===== src/rtl/spi_ram_ctrl.sv =====
// rtl/spi_ram_ctrl.sv - parametrised single-port RAM command engine behind an SPI slave
//
// Decodes {cmd[1:0], payload[PW-1:0]} words presented with rx_valid and
// keeps independent write/read pointers into a MEMDEPTH x MEMWIDTH RAM.
//   cmd 00 SET_WADDR  wr_ptr <= payload
//   cmd 01 WRITE      mem[wr_ptr] <= payload (optional post-increment)
//   cmd 10 SET_RADDR  rd_ptr <= payload
//   cmd 11 READ       dout <= mem[rd_ptr], one-cycle tx_valid (optional post-increment)
// Ports:
//   clk       rising-edge clock
//   rst_n     synchronous active-low reset (RAM contents are not cleared)
//   rx_valid  din carries a complete command word this cycle
//   din       [PW+1:PW] command, [PW-1:0] payload
//   tx_valid  one-cycle pulse per READ, dout valid
//   dout      read data, held between reads
//   addr_err  sticky flag, set by any WRITE/READ at an address >= MEMDEPTH
module spi_ram_ctrl #(
    parameter int MEMDEPTH  = 256,
    parameter int MEMWIDTH  = 8,
    parameter int ADDR_SIZE = 8,
    parameter int AUTO_INC  = 1,
    localparam int PW = (MEMWIDTH > ADDR_SIZE) ? MEMWIDTH : ADDR_SIZE
) (
    input  logic                clk,
    input  logic                rst_n,
    input  logic                rx_valid,
    input  logic [PW+1:0]       din,
    output logic                tx_valid,
    output logic [MEMWIDTH-1:0] dout,
    output logic                addr_err
);

    // Index width into the RAM array; accesses are range-guarded first,
    // so the low bits of the pointer are sufficient.
    localparam int AW = (MEMDEPTH > 1) ? $clog2(MEMDEPTH) : 1;
    localparam logic [ADDR_SIZE:0]   DEPTH_W = (ADDR_SIZE+1)'(MEMDEPTH);
    localparam logic [ADDR_SIZE-1:0] LAST    = ADDR_SIZE'(MEMDEPTH - 1);

    localparam logic [1:0] CMD_SET_WADDR = 2'b00;
    localparam logic [1:0] CMD_WRITE     = 2'b01;
    localparam logic [1:0] CMD_SET_RADDR = 2'b10;
    localparam logic [1:0] CMD_READ      = 2'b11;

    logic [MEMWIDTH-1:0]  mem [0:MEMDEPTH-1];
    logic [ADDR_SIZE-1:0] wr_ptr;
    logic [ADDR_SIZE-1:0] rd_ptr;

    logic [1:0] cmd;
    logic       wr_in_range;
    logic       rd_in_range;

    assign cmd         = din[PW+1:PW];
    assign wr_in_range = ({1'b0, wr_ptr} < DEPTH_W);
    assign rd_in_range = ({1'b0, rd_ptr} < DEPTH_W);

    // Wraps at the last valid word; a pointer already out of range simply
    // counts on modulo 2**ADDR_SIZE.
    function automatic logic [ADDR_SIZE-1:0] next_ptr(input logic [ADDR_SIZE-1:0] p);
        return (p == LAST) ? '0 : p + ADDR_SIZE'(1);
    endfunction

    // RAM array has no reset so its contents survive rst_n; a write is
    // still suppressed while reset is asserted because reset wins.
    always_ff @(posedge clk) begin
        if (rst_n && rx_valid && (cmd == CMD_WRITE) && wr_in_range) begin
            mem[wr_ptr[AW-1:0]] <= din[MEMWIDTH-1:0];
        end
    end

    always_ff @(posedge clk) begin
        if (!rst_n) begin
            wr_ptr   <= '0;
            rd_ptr   <= '0;
            dout     <= '0;
            tx_valid <= 1'b0;
            addr_err <= 1'b0;
        end else begin
            tx_valid <= 1'b0;
            if (rx_valid) begin
                case (cmd)
                    CMD_SET_WADDR: wr_ptr <= din[ADDR_SIZE-1:0];
                    CMD_WRITE: begin
                        if (!wr_in_range) begin
                            addr_err <= 1'b1;
                        end
                        if (AUTO_INC != 0) begin
                            wr_ptr <= next_ptr(wr_ptr);
                        end
                    end
                    CMD_SET_RADDR: rd_ptr <= din[ADDR_SIZE-1:0];
                    CMD_READ: begin
                        tx_valid <= 1'b1;
                        if (rd_in_range) begin
                            dout <= mem[rd_ptr[AW-1:0]];
                        end else begin
                            dout     <= '0;
                            addr_err <= 1'b1;
                        end
                        if (AUTO_INC != 0) begin
                            rd_ptr <= next_ptr(rd_ptr);
                        end
                    end
                    default: ;
                endcase
            end
        end
    end

endmodule

===== config.mk =====
export PLATFORM = sky130hd
export DESIGN_NAME = spi_ram_ctrl
export DESIGN_NICKNAME = d
export VERILOG_FILES = /design/src/rtl/spi_ram_ctrl.sv
export SDC_FILE = /design/constraint.sdc
export NUM_CORES = 2
export LEC_CHECK = 0
export CORE_ASPECT_RATIO = 0.8
export CORE_MARGIN = 3
export CORE_UTILIZATION = 40
export CTS_BUF_LIST = sky130_fd_sc_hd__clkbuf_4 sky130_fd_sc_hd__clkbuf_8
export CTS_CLUSTER_DIAMETER = 120
export CTS_CLUSTER_SIZE = 25
export DETAILED_ROUTE_END_ITERATION = 10
export GPL_TIMING_DRIVEN = 0
export HOLD_SLACK_MARGIN = 0.03
export PLACE_DENSITY_LB_ADDON = 0.12
export SYNTH_ARGS = -nofsm -noshare
export SYNTH_HDL_FRONTEND = slang
export SYNTH_SLANG_ARGS = --single-unit

===== constraint.sdc =====
create_clock -name clk -period 2.9 [get_ports clk]
set_input_delay 0.435 -clock clk [delete_from_list [all_inputs] [get_ports clk]]
set_output_delay 0.435 -clock clk [all_outputs]
set_load 0.01 [all_outputs]

==> results.json <==
{
  "die_w_um": 509,
  "fmax_ghz": 0.325,
  "drt_iter0_markers": 5816,
  "seq_power_share": 0.659,
  "cp-start-kind": "flip-flop",
  "grt_pass1_vias": 41100,
  "grt_pass1_wl_mm": 348,
  "io_pins": 23,
  "fin_crit_ns": 3.07,
  "final-setup-viol-count": 103,
  "cp_cell_sequence": "buf_12 -> buf_16 -> buf_12 -> buf_16 -> buf_4 -> mux2i_2 -> o22ai_4 -> nor2_4 -> a221oi_2 -> o2111ai_2 -> or4_4 -> o211ai_1",
  "p_switching_mw": 11.7,
  "cp.arrival_ns": 3.96,
  "ys_seq_area_frac": 0.765,
  "rows": 147,
  "failed_checks": "negative setup slack",
  "vias": 42700,
  "routed_wl_mm": 257,
  "drive_gt1_frac": 0.325,
  "first_pass_iters": 5,
  "outcome": "finished, violations left",
  "leakage_nw": 27.2,
  "fin_cells": 7147,
  "min_path_type": "input port to flip-flop",
  "hold_viol": 0,
  "syn_to_final_growth_pct": 15.3,
  "fp.coreArea_um2": 201000,
  "synth_largest_area_cell": "edfxtp_1",
  "slew_violations": 0,
  "synth_area_um2": 81000,
  "dpl.hpwl_mm": 172,
  "grt_max_degree": 140,
  "path_max_fanout": 8,
  "clk_latency_ns": 0.96,
  "htreeDepth": 3,
  "yosysTopAreaCellShare": 0.759,
  "cts_made_buffers": 93,
  "yosysWarnings": 0,
  "combPwrFrac": 0.088,
  "via_per_inst": 5.98,
  "track_usage": 0.243,
  "yosysMostFrequentCell": "edfxtp_1",
  "drv_cap": 0,
  "clock_skew_ns": 0.120,
  "clk_pin_slew_ns": 0.17,
  "endpoint_kind": "flip-flop",
  "ir_drop_v": 0.000462,
  "rsz0062_at_grt": "yes",
  "clockRootBuffer": "clkbuf_8",
  "worst_path_max_delay_cell": "or4_4",
  "cts_tree": "done",
  "drc": 0,
  "wl_per_cell_um": 35.9,
  "ys_types": 58,
  "placedCellCount": 6862,
  "gp_congestion": 0.971,
  "grt-ovfl-total": 0,
  "dominantRegCellSynth": "edfxtp_1",
  "clkPwrFrac": 0.253,
  "p_int_mw": 38.3,
  "numPortBuffers": 20,
  "grt_antenna_before_repair": 17,
  "swShare": 0.235,
  "max_slew_margin": 0.0763,
  "clock_sinks": 2073,
  "synth.avg_cell_area_um2": 19.6,
  "synthTopCellsByArea": "edfxtp_1 (76%), mux4_2 (9.7%), mux2i_1 (4.5%), nor2_1 (1.4%), o22ai_1 (0.73%)",
  "drtAntennaViolNets": 0,
  "cp.required_ns": 3.78,
  "start_util": 0.403,
  "clk_path_buf_depth": 3,
  "crit_path_max_incr_delay_ns": 0.63,
  "die_area_um2": 208000,
  "synth_edf_count": 2048,
  "async_flop_share": 0,
  "hold_slack_ns": 0.190,
  "finalNetCount": 4429,
  "power.density_nw_per_um2": 535,
  "syn_nets": 4156,
  "ys_ff_latch": 2073,
  "layout_setup_ws_ns": -0.172,
  "fillCellCount": 16900,
  "die_h_um": 409,
  "period_share": 1.06,
  "synth_cells": 4138,
  "worst_pin_slew_ns": 1.39,
  "critical_path_class": "flip-flop to flip-flop",
  "yosys-top-cells-count": "edfxtp_1 (2048), mux2i_1 (367), mux4_2 (348), nor2_1 (300), nand2_1 (132)"
}
==> per-layer routing <==
metal  up-vias  track usage  share of wire
met5         -            0        0.00032
met4         4       0.0512          0.026
met2      1819        0.345           0.43
met1     23200        0.381           0.45
li1      17500            -              -
met3       254       0.0564          0.095
==> critical path, delay by kind of cell, from the launching register on <==
kind | cells | cell delay [ns]
compound gates | 4 | 0.87
buf+inv | 5 | 0.75
simple gates | 2 | 0.70
flops | 1 | 0.47
mux | 1 | 0.15
==> stage by stage <==
stage	area [um2]	TNS, ns	setup slack, ns	utilization	total power [mW]
floorplan	81000	0	0.231	-	35.3
global placement	84600	-	-7.76	0.421	37.4
detailed placement	85100	-3360.18	-2.53	0.423	37.1
CTS	91400	-152.35	-0.286	0.455	49.9
global route	93500	-15.26	-0.201	0.465	51.3
finish	93500	-5.05	-0.172	0.465	50.0
==> logic make-up after synthesis <==
family | count (synthesis) | synth area share
AO/OA/AOI/OAI | 504 | 0.0425
XOR/XNOR | 1 | 0.000108
adder cells (fa/ha/maj) | 5 | 0.000772
buffers and inverters | 276 | 0.0195
flip-flops | 2073 | 0.765
multiplexers | 716 | 0.142
other | 1 | 0.0000463
AND/OR/NAND/NOR | 562 | 0.0298
==> registers in the layout (all words and copies together) (netlist names) <==
signal,count
mem,2048
dout,8
rd_ptr,8
wr_ptr,8
tx_valid,1
==> cell type report <==
type                            instances  area (um2)  share of cell area
Buffer                                254        2800              0.0300
Timing Repair Buffer                  186        2390              0.0255
Clock buffer                          137        1630              0.0174
Clock inverter                          5        87.6            0.000937
Antenna cell                            7        17.5            0.000187
Tap cell                             2682        3360              0.0359
Sequential cell                      2073       62000               0.663
Multi-Input combinational cell       1789       21100               0.226
Inverter                               14        66.3            0.000710
==> what timing repair did <==
item	CTS	global route
endpoints found under the hold margin	270	0
pin swaps	77	100
buffers inserted	58	69
gates cloned	4	2
setup endpoints to repair	1952	1800
hold buffers	11	0
resized for setup	975	341
==> cells in the final DEF, fill, tap and decap left out, drive strengths merged, types with 74 or more instances in the layout <==
cell    netlist  routed
mux2i       367     367
edfxtp     2048    2048
o22ai        95      95
mux4        348     348
nand2       132     132
clkbuf      108     230
a21oi        74      74
o21ai        79      79
buf         154     324
nor2        300     300
==> path summary, 6_finish.rpt <==
kind | cells past startpoint | slack [ns] | start | endpoint
setup / recovery | 12 | -0.17 | rd_ptr[0] | dout[5]
hold / removal | 4 | 0.19 | rst_n | dout[7]
setup reg to reg | 12 | -0.17 | rd_ptr[0] | dout[5]
hold reg to reg | 2 | 0.57 | rd_ptr[7] | rd_ptr[7]
==> power groups by stage <==
stage | Combinational [mW] | Sequential [mW] | Clock, mW
5_1_grt | 4.56 | 32.9 | 13.9
2_1_floorplan | 1.73 | 33.6 | 0
3_3_place_gp | 3.41 | 34.0 | 0
4_1_cts | 4.13 | 32.9 | 12.9
6_report | 4.41 | 32.9 | 12.7
3_5_place_dp | 3.52 | 33.6 | 0
Note: power is estimated with default switching activity, not from simulation.
